$ cat src/rtl/gray_code_counter_if.sv
// Control and count bundle for gray_code_counter: the master drives the
// step/load controls, the slave (the counter) returns binary, Gray and wrap.
interface gray_code_counter_if #(
    parameter int WIDTH = 4
);
    // Control semantics (no valid/ready pair): en requests one step per clk,
    // up picks the direction, load overrides en, and every output is registered.
    logic             en;
    logic             up;
    logic             load;
    logic [WIDTH-1:0] load_val;
    logic [WIDTH-1:0] b;
    logic [WIDTH-1:0] g;
    logic             wrap;

    modport master (
        output en, up, load, load_val,
        input  b, g, wrap
    );

    modport slave (
        input  en, up, load, load_val,
        output b, g, wrap
    );
endinterface

$ cat src/rtl/gray_code_counter.sv
// Registered up/down binary counter with a Gray-coded copy and a wrap pulse.
// WIDTH is meant to stay within 2..16; g is always the Gray form of b.
module gray_code_counter #(
    parameter int WIDTH = 4
) (
    input  logic                   clk,
    input  logic                   rst,
    gray_code_counter_if.slave     bus
);
    localparam logic [WIDTH-1:0] ALL_ONES = {WIDTH{1'b1}};
    localparam logic [WIDTH-1:0] ONE      = WIDTH'(1);

    logic [WIDTH-1:0] b_q;
    logic [WIDTH-1:0] g_q;
    logic             wrap_q;

    logic [WIDTH-1:0] b_next;
    logic [WIDTH-1:0] g_next;
    logic             wrap_next;

    // MSB passes through; every lower bit is the XOR of itself and its upper neighbour.
    function automatic logic [WIDTH-1:0] bin_to_gray(input logic [WIDTH-1:0] bin);
        logic [WIDTH-1:0] gray;
        gray[WIDTH-1] = bin[WIDTH-1];
        for (int i = 0; i < WIDTH - 1; i++) begin
            gray[i] = bin[i+1] ^ bin[i];
        end
        return gray;
    endfunction

    always_comb begin
        b_next    = b_q;
        wrap_next = 1'b0;
        if (bus.load) begin
            b_next = bus.load_val;
        end else if (bus.en) begin
            if (bus.up) begin
                b_next    = b_q + ONE;
                wrap_next = (b_q == ALL_ONES);
            end else begin
                b_next    = b_q - ONE;
                wrap_next = (b_q == '0);
            end
        end
    end

    // Gray is derived from the next binary value so b and g land on the same edge.
    assign g_next = bin_to_gray(b_next);

    always_ff @(posedge clk or posedge rst) begin
        if (rst) begin
            b_q    <= '0;
            g_q    <= '0;
            wrap_q <= 1'b0;
        end else begin
            b_q    <= b_next;
            g_q    <= g_next;
            wrap_q <= wrap_next;
        end
    end

    assign bus.b    = b_q;
    assign bus.g    = g_q;
    assign bus.wrap = wrap_q;
endmodule

$ cat src/flat_wrapper.sv
// flat-port wrapper written by rule: the top's interface ports become plain ports
module gray_code_counter_flat 
#(
    parameter int WIDTH = 4
)
  (clk, rst, bus_en, bus_up, bus_load, bus_load_val, bus_b, bus_g, bus_wrap);
  gray_code_counter_if #(.WIDTH(WIDTH)) bus_i ();
  input  logic clk;
  input  logic rst;
  input wire logic [$bits(bus_i.en)-1:0] bus_en;
  input wire logic [$bits(bus_i.up)-1:0] bus_up;
  input wire logic [$bits(bus_i.load)-1:0] bus_load;
  input wire logic [$bits(bus_i.load_val)-1:0] bus_load_val;
  output wire logic [$bits(bus_i.b)-1:0] bus_b;
  output wire logic [$bits(bus_i.g)-1:0] bus_g;
  output wire logic [$bits(bus_i.wrap)-1:0] bus_wrap;
  assign bus_i.en = bus_en;
  assign bus_i.up = bus_up;
  assign bus_i.load = bus_load;
  assign bus_i.load_val = bus_load_val;
  assign bus_b = bus_i.b;
  assign bus_g = bus_i.g;
  assign bus_wrap = bus_i.wrap;
  gray_code_counter #(.WIDTH(WIDTH)) u_core (.clk(clk), .rst(rst), .bus(bus_i));
endmodule
$ cat config.mk
export PLATFORM = sky130hd
export DESIGN_NAME = gray_code_counter_flat
export DESIGN_NICKNAME = d
export VERILOG_FILES = /design/src/rtl/gray_code_counter_if.sv /design/src/rtl/gray_code_counter.sv /design/src/flat_wrapper.sv
export SDC_FILE = /design/constraint.sdc
export NUM_CORES = 1
export LEC_CHECK = 0
export BUFFER_PORTS_ARGS = -buffer_cell sky130_fd_sc_hd__buf_2
export CELL_PAD_IN_SITES_DETAIL_PLACEMENT = 0
export CELL_PAD_IN_SITES_GLOBAL_PLACEMENT = 1
export CORE_MARGIN = 1.5
export CORE_UTILIZATION = 35
export CTS_BUF_LIST = sky130_fd_sc_hd__clkbuf_8
export CTS_CLUSTER_SIZE = 10
export DETAILED_ROUTE_END_ITERATION = 10
export PLACE_DENSITY = 0.86
export SETUP_SLACK_MARGIN = 0.02
export SLEW_MARGIN = 20
export SYNTH_ARGS = -nofsm -noshare
export SYNTH_HDL_FRONTEND = slang
export SYNTH_SLANG_ARGS = --single-unit
$ cat constraint.sdc
create_clock -name clk -period 3 [get_ports clk]
set_input_delay 0.45 -clock clk [delete_from_list [all_inputs] [get_ports clk]]
set_output_delay 0.45 -clock clk [all_outputs]
set_load 0.02 [all_outputs]
Word level (Yosys, flattened, before mapping)
Cells that the tools add are included.
{ "totals": {"wordCells": 16, "input_bits": 9, "out_inout_bits": 9, "regBits": 9} }
{ "classes": {"n_mux": 6, "addsub": 2, "n_reduce_logical": 1, "bitwise_logic": 3, "eq_ne": 1} }
{ "op_table": {"columns": ["op", "n"], "rows": [
  ["$mux 4", 3],
  ["$add 4x1->4 const B", 1],
  ["$eq 4x4->1 const B", 1],
  ["$logic_not 4->1", 1],
  ["$sub 4x1->4 const B", 1],
  ["$mux 1", 3],
  ["$xor 1x1->1", 3]
]} }

Logic depth before layout (Yosys ltp)
Gate-level depths: netlist of the first run.
{ "logic_depth": {"word_depth": 5, "ltp_mapped": 6, "ltp_nobuf": 6} }

Worst setup path after synthesis of the first run
No wires, ideal clock.
{ "synth_timing": {"path_type": "flip-flop to flip-flop", "startpoint": "reg u_core.b_q[2] (netlist: u_core.bus.b[2])", "endpoint": "reg u_core.g_q[2] (netlist: u_core.bus.g[2])", "required_ns": 2.868, "period_less_slack_ns": 1.722, "path_buffers": 0, "setup_time_ns": 0.132, "arrival_time_ns": 1.590, "stages_incl_launch_ff": 6, "path_slack_ns": 1.278, "path_cell_list": "dfrtp_1 -> ha_1 -> a21oi_1 -> a211oi_1 -> or3_4 -> xor2_1"} }
{ "synth_via": {"elab_chain_len": 5, "elab_cells_between_ends": 6, "cone_classes": "add/sub (2); mux (3); bitwise (1)"} }
{ "synth_lines": {"columns": ["element", "line_no", "source"], "rows": [
  ["start: declaration", "gray_code_counter.sv:13", "logic [WIDTH-1:0] b_q;"],
  ["start signal: assignment", "gray_code_counter.sv:56", "b_q <= b_next;"],
  ["$sub 4x1->4 or $add 4x1->4 (tied branches)", "gray_code_counter.sv:41, gray_code_counter.sv:38", null],
  ["$mux 4 *", "gray_code_counter.sv:37", "if (bus.up) begin"],
  ["$mux 4 *", "gray_code_counter.sv:36", "end else if (bus.en) begin"],
  ["$mux 4 *", "gray_code_counter.sv:34", "if (bus.load) begin"],
  ["via u_core.b_next[3]", "gray_code_counter.sv:17", "logic [WIDTH-1:0] b_next;"],
  ["$xor 1x1->1 *", "gray_code_counter.sv:26", "gray[i] = bin[i+1] ^ bin[i];"],
  ["via u_core.g_next[2]", "gray_code_counter.sv:18", "logic [WIDTH-1:0] g_next;"],
  ["end signal: assignment", "gray_code_counter.sv:57", "g_q <= g_next;"],
  ["end: declaration", "gray_code_counter.sv:14", "logic [WIDTH-1:0] g_q;"]
]} }
Mark *: on every way through the listed nets, which the timed path passes. The rest lies on a longest branch.

Worst setup path after layout of the first run
Ends and elaborated chain as after synthesis.

==> reports/summary.txt, run 1 <==
post-DR wirelength/cell = 12.09 µm
outcome = finished, final reports clean
H-tree Lvls = 1
Synth warnings = 0
worst-margin pin slew = 0.3336 ns
post-CTS sizing = 0
CP cell instances = ha_1 > a21oi_1 > a211oi_1 > or3_4 > xor2_1
Die H = 39.12 µm
DR iter-0 viols = 2
Final Hold Fails = 0
Period minus WS final = 1.760 ns
Die ar. = 0.001530 mm²
commonest non-fill, non-tap cell in the layout = buf_2
via count = 367
Pre-Repair DR Iteration Count = 4
Final #Nets = 75
Critical Path RT = 3.09 ns
Post-CTS Hold Fix Bufs = 0
Clock transition at path regs = 0.04 ns
total gr overflow = 0
Tcrit/Tclk final = 58.66%
Synth Cell Area = 456.7 µm²
Pwr Total = 0.4016 mW
highest clock rate = 0.5683 GHz
Post-Route WL = 907 µm
I/O Buffers = 17
Avg Inst Size Synth = 10.62 µm²
initial antenna violation count = 0
crit path DAT = 1.85 ns
Ant. Diodes = 0
Fillers = 108
largest net degree at the start of global routing = 10
final setup vio count = 0
# clock sinks = 8
worst hold path class = in2async
Worst R2R Setup Slack = 1.24 ns
CTS tree = done
Mapped Nets = 55
vias in the first global route = 326
Synth Instances = 43
post-synthesis register bit count = 8
Slew headroom = 77.61%
maximum VDD drop = 244.6 µV
CP max-delay cell = dfrtp_1
GPL Wtd Cong = 0.7582
WS Path Type = reg2reg
Synth cell types = 22
number of core rows = 12
Starting Density = 39.50%
Max Fanout on Critical Path = 5
Final TNS setup = 0 ns
DRC = 0
Post-CTS Setup Bufs = 0
# Max-Cap Violations = 0
RSZ-0062 raised after global routing = false
share of layout cells above drive strength 1 = 34.43%
Clock Latency Late Sink = 0.23 ns
DP HPWL = 703.6 µm
DRT antenna net count = 0
I/O pin cnt = 18
Power Density = 685.8 mW/mm²
CTS root buf = clkbuf_8
max-slew violations = 0
slowest stage delay, CP = 0.42 ns
area of the core = 0.001156 mm²
clk buf depth = 2
type of origin of the critical path = flop
crit end category = flop
total CTS buffers = 3
first-pass GRT wire length = 1400 µm
number of vias per cell = 4.893
GRT Overall Usage = 15.35%
die width = 39.12 µm
most frequent cells in the layout = buf_2, dfrtp_1, nor2_1, xnor2_1
area grow syn2layout = 28.22%
Layout Skew = 0.0008748 ns
sequential area share after synthesis = 43.84%
P_leak = 0.3021 nW
## power breakdown
part	internal (mW)	switching, mW
clock	0.0870	0.0433
combinational	0.0511	0.0734
sequential	0.130	0.0172
## cell usage after synthesis (all sizes together)
cell,number,area [µm²]
o21ai,2,10.00
buf,2,15.01
xor2,2,17.52
nand3,1,5.000
a31oi,1,6.260
dfrtp,8,200.2
inv,3,11.26
ha,2,25.02
xnor2,4,35.03
a22o,1,8.760
mux2i,2,20.02
and4b,1,10.01
or2b,1,7.510
or3,1,11.26
nor2,4,15.01
fa,1,20.02
a21oi,2,10.01
nand2,2,7.510
and3,1,6.260
a211oi,1,7.510
or4,1,7.510
## path summary, 6_finish.rpt
| kind | cells after the start | end | start |
|---|---|---|---|
| min reg2reg | 2 | u_core.bus.wrap$_DFF_PP0_ | u_core.bus.b[3]$_DFF_PP0_ |
| min | 2 | u_core.bus.b[1]$_DFF_PP0_ | rst |
| max in group asynchronous | 2 | u_core.bus.b[0]$_DFF_PP0_ | rst |
| max | 5 | u_core.bus.g[2]$_DFF_PP0_ | u_core.bus.b[2]$_DFF_PP0_ |
| max reg2reg | 5 | u_core.bus.g[2]$_DFF_PP0_ | u_core.bus.b[2]$_DFF_PP0_ |
| min in group clk | 3 | u_core.bus.b[1]$_DFF_PP0_ | bus_load_val[1] |
## registers in the layout, indices dropped and copies added, names as in the netlist
| register | count |
|---|---|
| u_core.bus.b | 4 |
| u_core.bus.g | 3 |
| u_core.bus.wrap | 1 |
## layout make-up
cell class | instances | area (µm²) | area share, %
multi-input combinational | 30 | 230.2 | 39.32
sequential | 8 | 200.2 | 34.19
timing repair buffer | 17 | 85.08 | 14.53
clock buffer | 3 | 41.29 | 7.051
tap | 14 | 17.52 | 2.991
inverter | 3 | 11.26 | 1.923
## cell families after synthesis
group | after synthesis | synth area share (%)
buf+inv | 5 | 5.752
simple gates | 12 | 15.34
mux | 2 | 4.384
compound gates | 7 | 9.315
flops | 8 | 43.84
fa+ha+maj | 3 | 9.862
xor+xnor | 6 | 11.51
## layer usage
metal  share of wire [%]  GRT usage (%)
met5                   0              0
met4                 3.2          15.52
met3                 6.6          5.202
met2                  49          19.17
met1                  41          19.30
## per-stage QoR
| step | utilization (%) | cells | area (µm²) | hold slack (ns) | setup WS [ns] |
|---|---|---|---|---|---|
| after floorplan | - | 43 | 456.7 | 0.2657 | 1.278 |
| after global placement | 47.08 | 72 | 544.3 | 0.3916 | 1.070 |
| after detailed placement | 47.08 | 72 | 544.3 | 0.4155 | 1.041 |
| after CTS | 50.65 | 75 | 585.6 | 0.1741 | 1.248 |
| after global routing | 50.65 | 75 | 585.6 | 0.1816 | 1.177 |
| final | 50.65 | 75 | 585.6 | 0.1584 | 1.240 |
## critical path, delay by kind of cell (launching register included)
kind                       cells  cell delay, ns
xor gates and xnor gates       1            0.16
DFF                            1            0.42
adders and majority gates      1            0.36
AOI/OAI and AO/OA              2            0.29
and+or+nand+nor                1            0.40
Note: power is estimated with default switching activity, not from simulation.
==> run 2, diff against run 1 <==
--- a/config.mk
+++ b/config.mk
@@ -5,15 +5,16 @@
 export SDC_FILE = /design/constraint.sdc
 export NUM_CORES = 1
 export LEC_CHECK = 0
+export ABC_AREA = 1
 export BUFFER_PORTS_ARGS = -buffer_cell sky130_fd_sc_hd__buf_2
 export CELL_PAD_IN_SITES_DETAIL_PLACEMENT = 0
 export CELL_PAD_IN_SITES_GLOBAL_PLACEMENT = 1
 export CORE_MARGIN = 1.5
-export CORE_UTILIZATION = 35
+export CORE_UTILIZATION = 34
 export CTS_BUF_LIST = sky130_fd_sc_hd__clkbuf_8
 export CTS_CLUSTER_SIZE = 10
 export DETAILED_ROUTE_END_ITERATION = 10
-export PLACE_DENSITY = 0.86
+export PLACE_DENSITY = 0.87
 export SETUP_SLACK_MARGIN = 0.02
 export SLEW_MARGIN = 20
 export SYNTH_ARGS = -nofsm -noshare
==> constraint.sdc (replaced) <==
create_clock -name clk -period 1.76 [get_ports clk]
set_input_delay 0.264 -clock clk [delete_from_list [all_inputs] [get_ports clk]]
set_output_delay 0.264 -clock clk [all_outputs]
set_load 0.02 [all_outputs]
==> reports/summary.txt, run 2 <==
pre-CTS setup slack = 0.1587 ns (-0.8819 ns)
Max Fanout on Critical Path = 6 (+1)
Fillers = 125 (+16%)
# Max-Cap Violations = 0 (unchanged)
type of origin of the critical path = flop
max-slew violations = 0 (unchanged)
DRC = 0 (unchanged)
worst hold stages = 3
Mapped Nets = 73 (+33%)
number of core rows = 13 (+1)
H-tree Lvls = 1 (unchanged)
post-synth top area cell = dfrtp_1
CP dominant cell by count = nand2_1
FF/Latch Area = 200.2 µm² (unchanged)
Ant. Diodes = 0 (unchanged)
CP max-delay cell = fa_1
top cell type's share of synthesized area = 41.03% (-2.8 points)
Int Power = 0.4363 mW (+63%)
most frequent cells in the layout = nand2_1, buf_2, dfrtp_1
Starting Density = 37.04% (-2.5 points)
initial antenna violation count = 0 (unchanged)
Synth warnings = 0 (unchanged)
DR iter-0 viols = 15 (+13)
Power Density = 1019 mW/mm² (+49%)
Avg Inst Size Synth = 7.999 µm² (-25%)
# clock sinks = 8 (unchanged)
WS Path Type = reg2reg
Critical Path RT = 1.86 ns (-1.23 ns)
final setup vio count = 0 (unchanged)
Largest register FFs = 4 (unchanged)
highest clock rate = 0.6282 GHz (+11%)
Synth Cell Area = 488.0 µm² (+6.8%)
worst setup margin = 0.1682 ns (-1.072 ns)
CTS root buf = clkbuf_8
Most used DFF post-synth = dfrtp_1
Clock Latency Late Sink = 0.23 ns (about the same)
Final TNS setup = 0 ns (unchanged)
DP HPWL = 711.6 µm (+1.1%)
CTS tree = done
ranking of synthesized cells by area = dfrtp_1, nand2_1, ha_1
CP cell instances = fa_1 > nand2_1 > nand2_1 > nand2_1 > o21a_2 > xor2_1
crit path DAT = 1.69 ns (-0.16 ns)
outcome = finished, final reports clean
maximum VDD drop = 506.0 µV (+110%)
first-pass GRT wire length = 1552 µm (+11%)
Post-Route WL = 943 µm (+4.0%)
share of layout cells above drive strength 1 = 34.57% (+0.14 points)
post-CTS sizing = 0 (unchanged)
synth cell count leaders = nand2_1, dfrtp_1, inv_1
Final Non-Filler Cells = 96 (+28%)
sequential power share = 36.7% (+0.2 points)
GRT Overall Usage = 15.81% (+0.47 points)
footprint of the multi-input gates = 239.0 µm² (+3.8%)
I/O Buffers = 17 (unchanged)
Clk network pwr share = 33.4% (+0.9 points)
Tcrit/Tclk final = 90.44% (+32 points)
largest net degree at the start of global routing = 9 (-1)
cell with the most instances after synthesis = nand2_1
post-synthesis register bit count = 8 (unchanged)
slowest stage delay, CP = 0.56 ns (+0.14 ns)
Clock transition at path regs = 0.04 ns (about the same)
Final #Nets = 95 (+27%)
worst-margin pin slew = 0.2900 ns (-0.04355 ns)
worst hold path class = in2reg
number of vias per cell = 4.448 (-9.1%)
Layout Skew = 0.002487 ns (+0.001612 ns)
Period minus WS final = 1.592 ns (-0.1680 ns)
GPL Wtd Cong = 0.7433 (-2.0%)
Synth async-reset ratio = 100.0% (unchanged)
Psw = 0.2114 mW (+58%)
Final Hold Fails = 0 (unchanged)
I/O pin cnt = 18 (unchanged)
Slew headroom = 80.65% (+3.0 points)
vias in the first global route = 365 (+12%)
post-DR wirelength/cell = 9.823 µm (-19%)
area grow syn2layout = 30.26%
Die H = 40.89 µm (+4.5%)
total gr overflow = 0 (unchanged)
RSZ-0062 raised after global routing = false
dpl cells = 92 (+28%)
Die ar. = 0.001672 mm² (+9.2%)
sequential area share after synthesis = 41.03% (-2.8 points)
Sw Share = 32.64% (-0.71 points)
total CTS buffers = 3 (unchanged)
DRT antenna net count = 0 (unchanged)
Comb power frac = 29.8% (-1.2 points)
Pre-Repair DR Iteration Count = 4 (unchanged)
area of the core = 0.001318 mm² (+14%)
P_leak = 0.3536 nW (+17%)
via count = 427 (+16%)
Synth cell types = 20 (-9.1%)
clk buf depth = 2 (unchanged)
Synth Instances = 61 (+42%)
Post-CTS Setup Bufs = 0 (unchanged)
Post-CTS Hold Fix Bufs = 1 (+1)
cell depth of the worst flop-to-flop path = 6 (+1)
Post-synth EDFFs = 0 (unchanged)
die width = 40.89 µm (+4.5%)
crit end category = flop
[run 2: cell types whose count changed in the layout (fill, tap and decap cells not counted), sizes merged, moves of 2 or more]
cell   delta
inv       +8
mux2i     -2
nand2    +15
nand3     +2
nor2      -2
nor3      +2
or2       +2
xnor2     -3
[run 2: per-layer routing]
layer / vias up / share of wire (%) / GRT usage (%) / wire length, µm
li1: 231 / - / - / -
met1: 175 / 44 / 18.31 / 414
met2: 16 / 44 / 21.48 / 414
met3: 5 / 8.5 / 9.783 / 80
met4: 0 / 3.6 / 10.00 / 34
met5: - / 0 / 0 / 0
[run 2: worst max-delay path, delay by kind of cell (launching register included)]
kind	cells	cell delay (ns)
xor+xnor	1	0.16
compound gates	1	0.14
fa+ha+maj	1	0.56
flops	1	0.45
simple gates	3	0.16
[run 2: cells by family (layout without fill, tap and decap cells)]
kind of cell    Yosys count  after routing  share of synthesized area (%)
compound gates            9              9                          12.05
buf+inv                  12             32                          10.00
flops                     8              8                          41.03
simple gates             26             26                          22.31
xor+xnor                  3              3                          5.386
fa+ha+maj                 3              3                          9.230
[run 2: power groups by stage]
stage	clock (mW)	sequential, mW	combinational, mW
2_1_floorplan	0	0.274	0.102
3_3_place_gp	0	0.240	0.192
3_5_place_dp	0	0.240	0.194
4_1_cts	0.224	0.238	0.196
5_1_grt	0.235	0.243	0.225
6_report	0.217	0.238	0.193
[run 2: final cells by class]
| class | count | area share, % |
|---|---|---|
| inverters | 11 | 6.496 |
| flip-flops and latches | 8 | 31.50 |
| multi-input cells | 41 | 37.60 |
| clock buffers | 3 | 6.496 |
| repair buffers | 18 | 14.96 |
| well taps | 15 | 2.953 |
[run 2: final timing paths]
check | from | to | slack [ns]
max in group asynchronous | rst | u_core.bus.b[1]$_DFF_PP0_ | 0.99
worst min-delay path | bus_load_val[0] | u_core.bus.b[0]$_DFF_PP0_ | 0.28
worst max register to register | u_core.bus.b[0]$_DFF_PP0_ | u_core.bus.g[1]$_DFF_PP0_ | 0.17
min in group asynchronous | rst | u_core.bus.wrap$_DFF_PP0_ | 0.54
worst max-delay path | u_core.bus.b[0]$_DFF_PP0_ | u_core.bus.g[1]$_DFF_PP0_ | 0.17
worst min register to register | u_core.bus.b[2]$_DFF_PP0_ | u_core.bus.wrap$_DFF_PP0_ | 0.68
[run 2: stage by stage]
stage | hold WS [ns] | instance area, µm² | util (%) | power (mW)
2_1_floorplan | 0.07966 | 488.0 | - | 0.3757
3_3_place_gp | 0.2058 | 584.3 | 44.35 | 0.4321
3_5_place_dp | 0.2125 | 584.3 | 44.35 | 0.4344
4_1_cts | 0.2784 | 635.6 | 48.24 | 0.6582
5_1_grt | 0.2983 | 635.6 | 48.24 | 0.7020
6_report | 0.2811 | 635.6 | 48.24 | 0.6476
==> run 3, diff against run 2 <==
--- a/config.mk
+++ b/config.mk
@@ -5,16 +5,15 @@
 export SDC_FILE = /design/constraint.sdc
 export NUM_CORES = 1
 export LEC_CHECK = 0
-export ABC_AREA = 1
 export BUFFER_PORTS_ARGS = -buffer_cell sky130_fd_sc_hd__buf_2
 export CELL_PAD_IN_SITES_DETAIL_PLACEMENT = 0
 export CELL_PAD_IN_SITES_GLOBAL_PLACEMENT = 1
-export CORE_MARGIN = 1.5
-export CORE_UTILIZATION = 34
+export CORE_AREA = 2 2 39 41
 export CTS_BUF_LIST = sky130_fd_sc_hd__clkbuf_8
 export CTS_CLUSTER_SIZE = 10
 export DETAILED_ROUTE_END_ITERATION = 10
-export PLACE_DENSITY = 0.87
+export DIE_AREA = 0 0 41 43
+export PLACE_DENSITY = 0.85
 export SETUP_SLACK_MARGIN = 0.02
 export SLEW_MARGIN = 20
 export SYNTH_ARGS = -nofsm -noshare
==> reports/summary.txt, run 3 (same netlist as run 1, synthesis figures left out) <==
CTS root buf = clkbuf_8
Worst R2R Setup Slack = 0.14 ns (-0.03 ns)
P_leak = 0.3183 nW (-10%)
most frequent cells in the layout = buf_2, dfrtp_1, nor2_1, xnor2_1
cell depth of the worst flop-to-flop path = 5 (-1)
DR iter-0 viols = 2 (-13)
largest net degree at the start of global routing = 10 (+1)
dpl cell area = 561.8 µm² (-3.9%)
via count = 380 (-11%)
Clk network pwr share = 31.5% (-1.9 points)
RSZ-0062 raised after global routing = false
first-pass GRT wire length = 1490 µm (-4.0%)
max-slew violations = 0 (unchanged)
type of origin of the critical path = flop
CP cell instances = ha_1 > nand3_1 > and4b_1 > or3_4 > xor2_1
Int Power = 0.4756 mW (+9.0%)
initial antenna violation count = 0 (unchanged)
WS Path Type = reg2reg
worst hold path class = in2reg
crit end category = flop
die width = 41 µm (+0.28%)
Die H = 43 µm (+5.2%)
CTS tree = done
final setup vio count = 0 (unchanged)
Largest register FFs = 4 (unchanged)
clk buf depth = 2 (unchanged)
Die ar. = 0.001763 mm² (+5.5%)
Max Fanout on Critical Path = 6 (unchanged)
I/O pin cnt = 18 (unchanged)
Sw Share = 33.88% (+1.2 points)
HP Start = bus_load_val[1]
GRT Overall Usage = 13.40% (-2.4 points)
post-route cell area = 636.9 µm² (+0.20%)
Pre-Repair DR Iteration Count = 2 (-2)
slowest stage delay, CP = 0.43 ns (-0.13 ns)
M1 GR Usage = 17.33% (-0.97 points)
Post-Route WL = 970 µm (+2.9%)
H-tree Lvls = 1 (unchanged)
CP max-delay cell = dfrtp_1
met2 usage = 18.44% (-3.0 points)
Period minus WS final = 1.618 ns (+0.02598 ns)
area of the core = 0.001384 mm² (+5.0%)
sequential power share = 34.1% (-2.6 points)
maximum VDD drop = 582.1 µV (+15%)
Starting Density = 33.00% (-4.0 points)
number of vias per cell = 4.750 (+6.8%)
I/O Buffers = 17 (unchanged)
worst hold stages = 3 (unchanged)
worst r2r src = u_core.bus.b[1]$_DFF_PP0_
# Max-Cap Violations = 0 (unchanged)
total CTS buffers = 3 (unchanged)
share of layout cells above drive strength 1 = 42.19% (+7.6 points)
busiest grt layer = met2
commonest non-fill, non-tap cell in the layout = buf_2
Power Density = 1129 mW/mm² (+11%)
Final #Nets = 78 (-18%)
DRC = 0 (unchanged)
Final Hold Fails = 0 (unchanged)
Slew headroom = 77.14% (-3.5 points)
Clock transition at path regs = 0.04 ns (about the same)
# clock sinks = 8 (unchanged)
outcome = finished, final reports clean
highest clock rate = 0.6181 GHz (-1.6%)
Post-CTS Setup Bufs = 0 (unchanged)
worst-margin pin slew = 0.3393 ns (+0.04934 ns)
worst hold endpoint = u_core.bus.b[1]$_DFF_PP0_
area grow syn2layout = 39.45%
Final TNS setup = 0 ns (unchanged)
vias in the first global route = 353 (-3.3%)
DRT antenna net count = 0 (unchanged)
Clock Latency Late Sink = 0.23 ns (about the same)
Layout Skew = 0.004825 ns (+0.002338 ns)
M3 GR Usage = 4.712% (-5.1 points)
Ant. Diodes = 0 (unchanged)
GPL Wtd Cong = 0.7089 (-4.6%)
Tcrit/Tclk final = 91.92% (+1.5 points)
Critical Path RT = 1.87 ns (about the same)
Comb power frac = 34.4% (+4.6 points)
DP HPWL = 770.4 µm (+8.3%)
number of core rows = 14 (+1)
Psw = 0.2437 mW (+15%)
post-DR wirelength/cell = 12.13 µm (+23%)
RR Endpoint = u_core.bus.g[2]$_DFF_PP0_
crit path DAT = 1.73 ns (+0.04 ns)
total gr overflow = 0 (unchanged)
[run 3: area by class of cell]
class	instances	area, µm²
flip-flops and latches	8	200.2
multi-input cells	30	254.0
inverters	3	11.26
well taps	16	20.02
fillers	145	747.0
repair buffers	20	110.1
clock buffers	3	41.29
[run 3: power by group through the flow]
stage          Combinational [mW]  Clock (mW)  Sequential (mW)
6_report                    0.248       0.227            0.245
5_1_grt                     0.275       0.238            0.252
4_1_cts                     0.237       0.226            0.245
3_5_place_dp                0.234           0            0.247
3_3_place_gp                0.230           0            0.245
2_1_floorplan               0.106           0            0.296
[run 3: critical path: cells and delay by family, from the launching register on]
family                     cells  cell delay, ns
and+or+nand+nor                3            0.61
DFF                            1            0.43
adders and majority gates      1            0.30
xor gates and xnor gates       1            0.15
[run 3: metrics by stage]
step           hold WS (ns)  power (mW)  cells  utilization [%]  setup WS [ns]
6_report             0.2715      0.7193     80            46.02         0.1422
5_1_grt              0.2971      0.7653     80            46.02        0.04380
4_1_cts              0.3195      0.7077     80            44.30        0.05841
3_5_place_dp         0.2268      0.4811     76            40.60       0.003912
3_3_place_gp         0.2048      0.4745     76            40.60        0.06557
2_1_floorplan       0.07966      0.4021     43                -        0.03847
[run 3: timing repair]
action,in CTS,in global routing
gates resized for setup,0,4
endpoints found under the setup margin,0,3
hold buffers,1,0
hold endpoints to repair,8,0
[run 3: worst max path at each step]
| stage | start | to | slack, ns | cells after the start |
|---|---|---|---|---|
| CTS | u_core.bus.b[2]$_DFF_PP0_ | u_core.bus.g[2]$_DFF_PP0_ | 0.06 | 5 |
| global route | u_core.bus.b[1]$_DFF_PP0_ | u_core.bus.g[2]$_DFF_PP0_ | 0.04 | 5 |
| detailed placement | bus_up | u_core.bus.g[2]$_DFF_PP0_ | 0.004 | 7 |
| floorplan | u_core.bus.b[2]$_DFF_PP0_ | u_core.bus.g[2]$_DFF_PP0_ | 0.04 | 5 |
| finish | u_core.bus.b[1]$_DFF_PP0_ | u_core.bus.g[2]$_DFF_PP0_ | 0.14 | 5 |
| global placement | bus_up | u_core.bus.g[2]$_DFF_PP0_ | 0.07 | 7 |
[run 3: routing by layer]
layer | up-vias | routed length, µm
met2 | 17 | 471
met4 | 0 | 14
met1 | 171 | 422
met3 | 2 | 60
li1 | 190 | -
met5 | - | 0
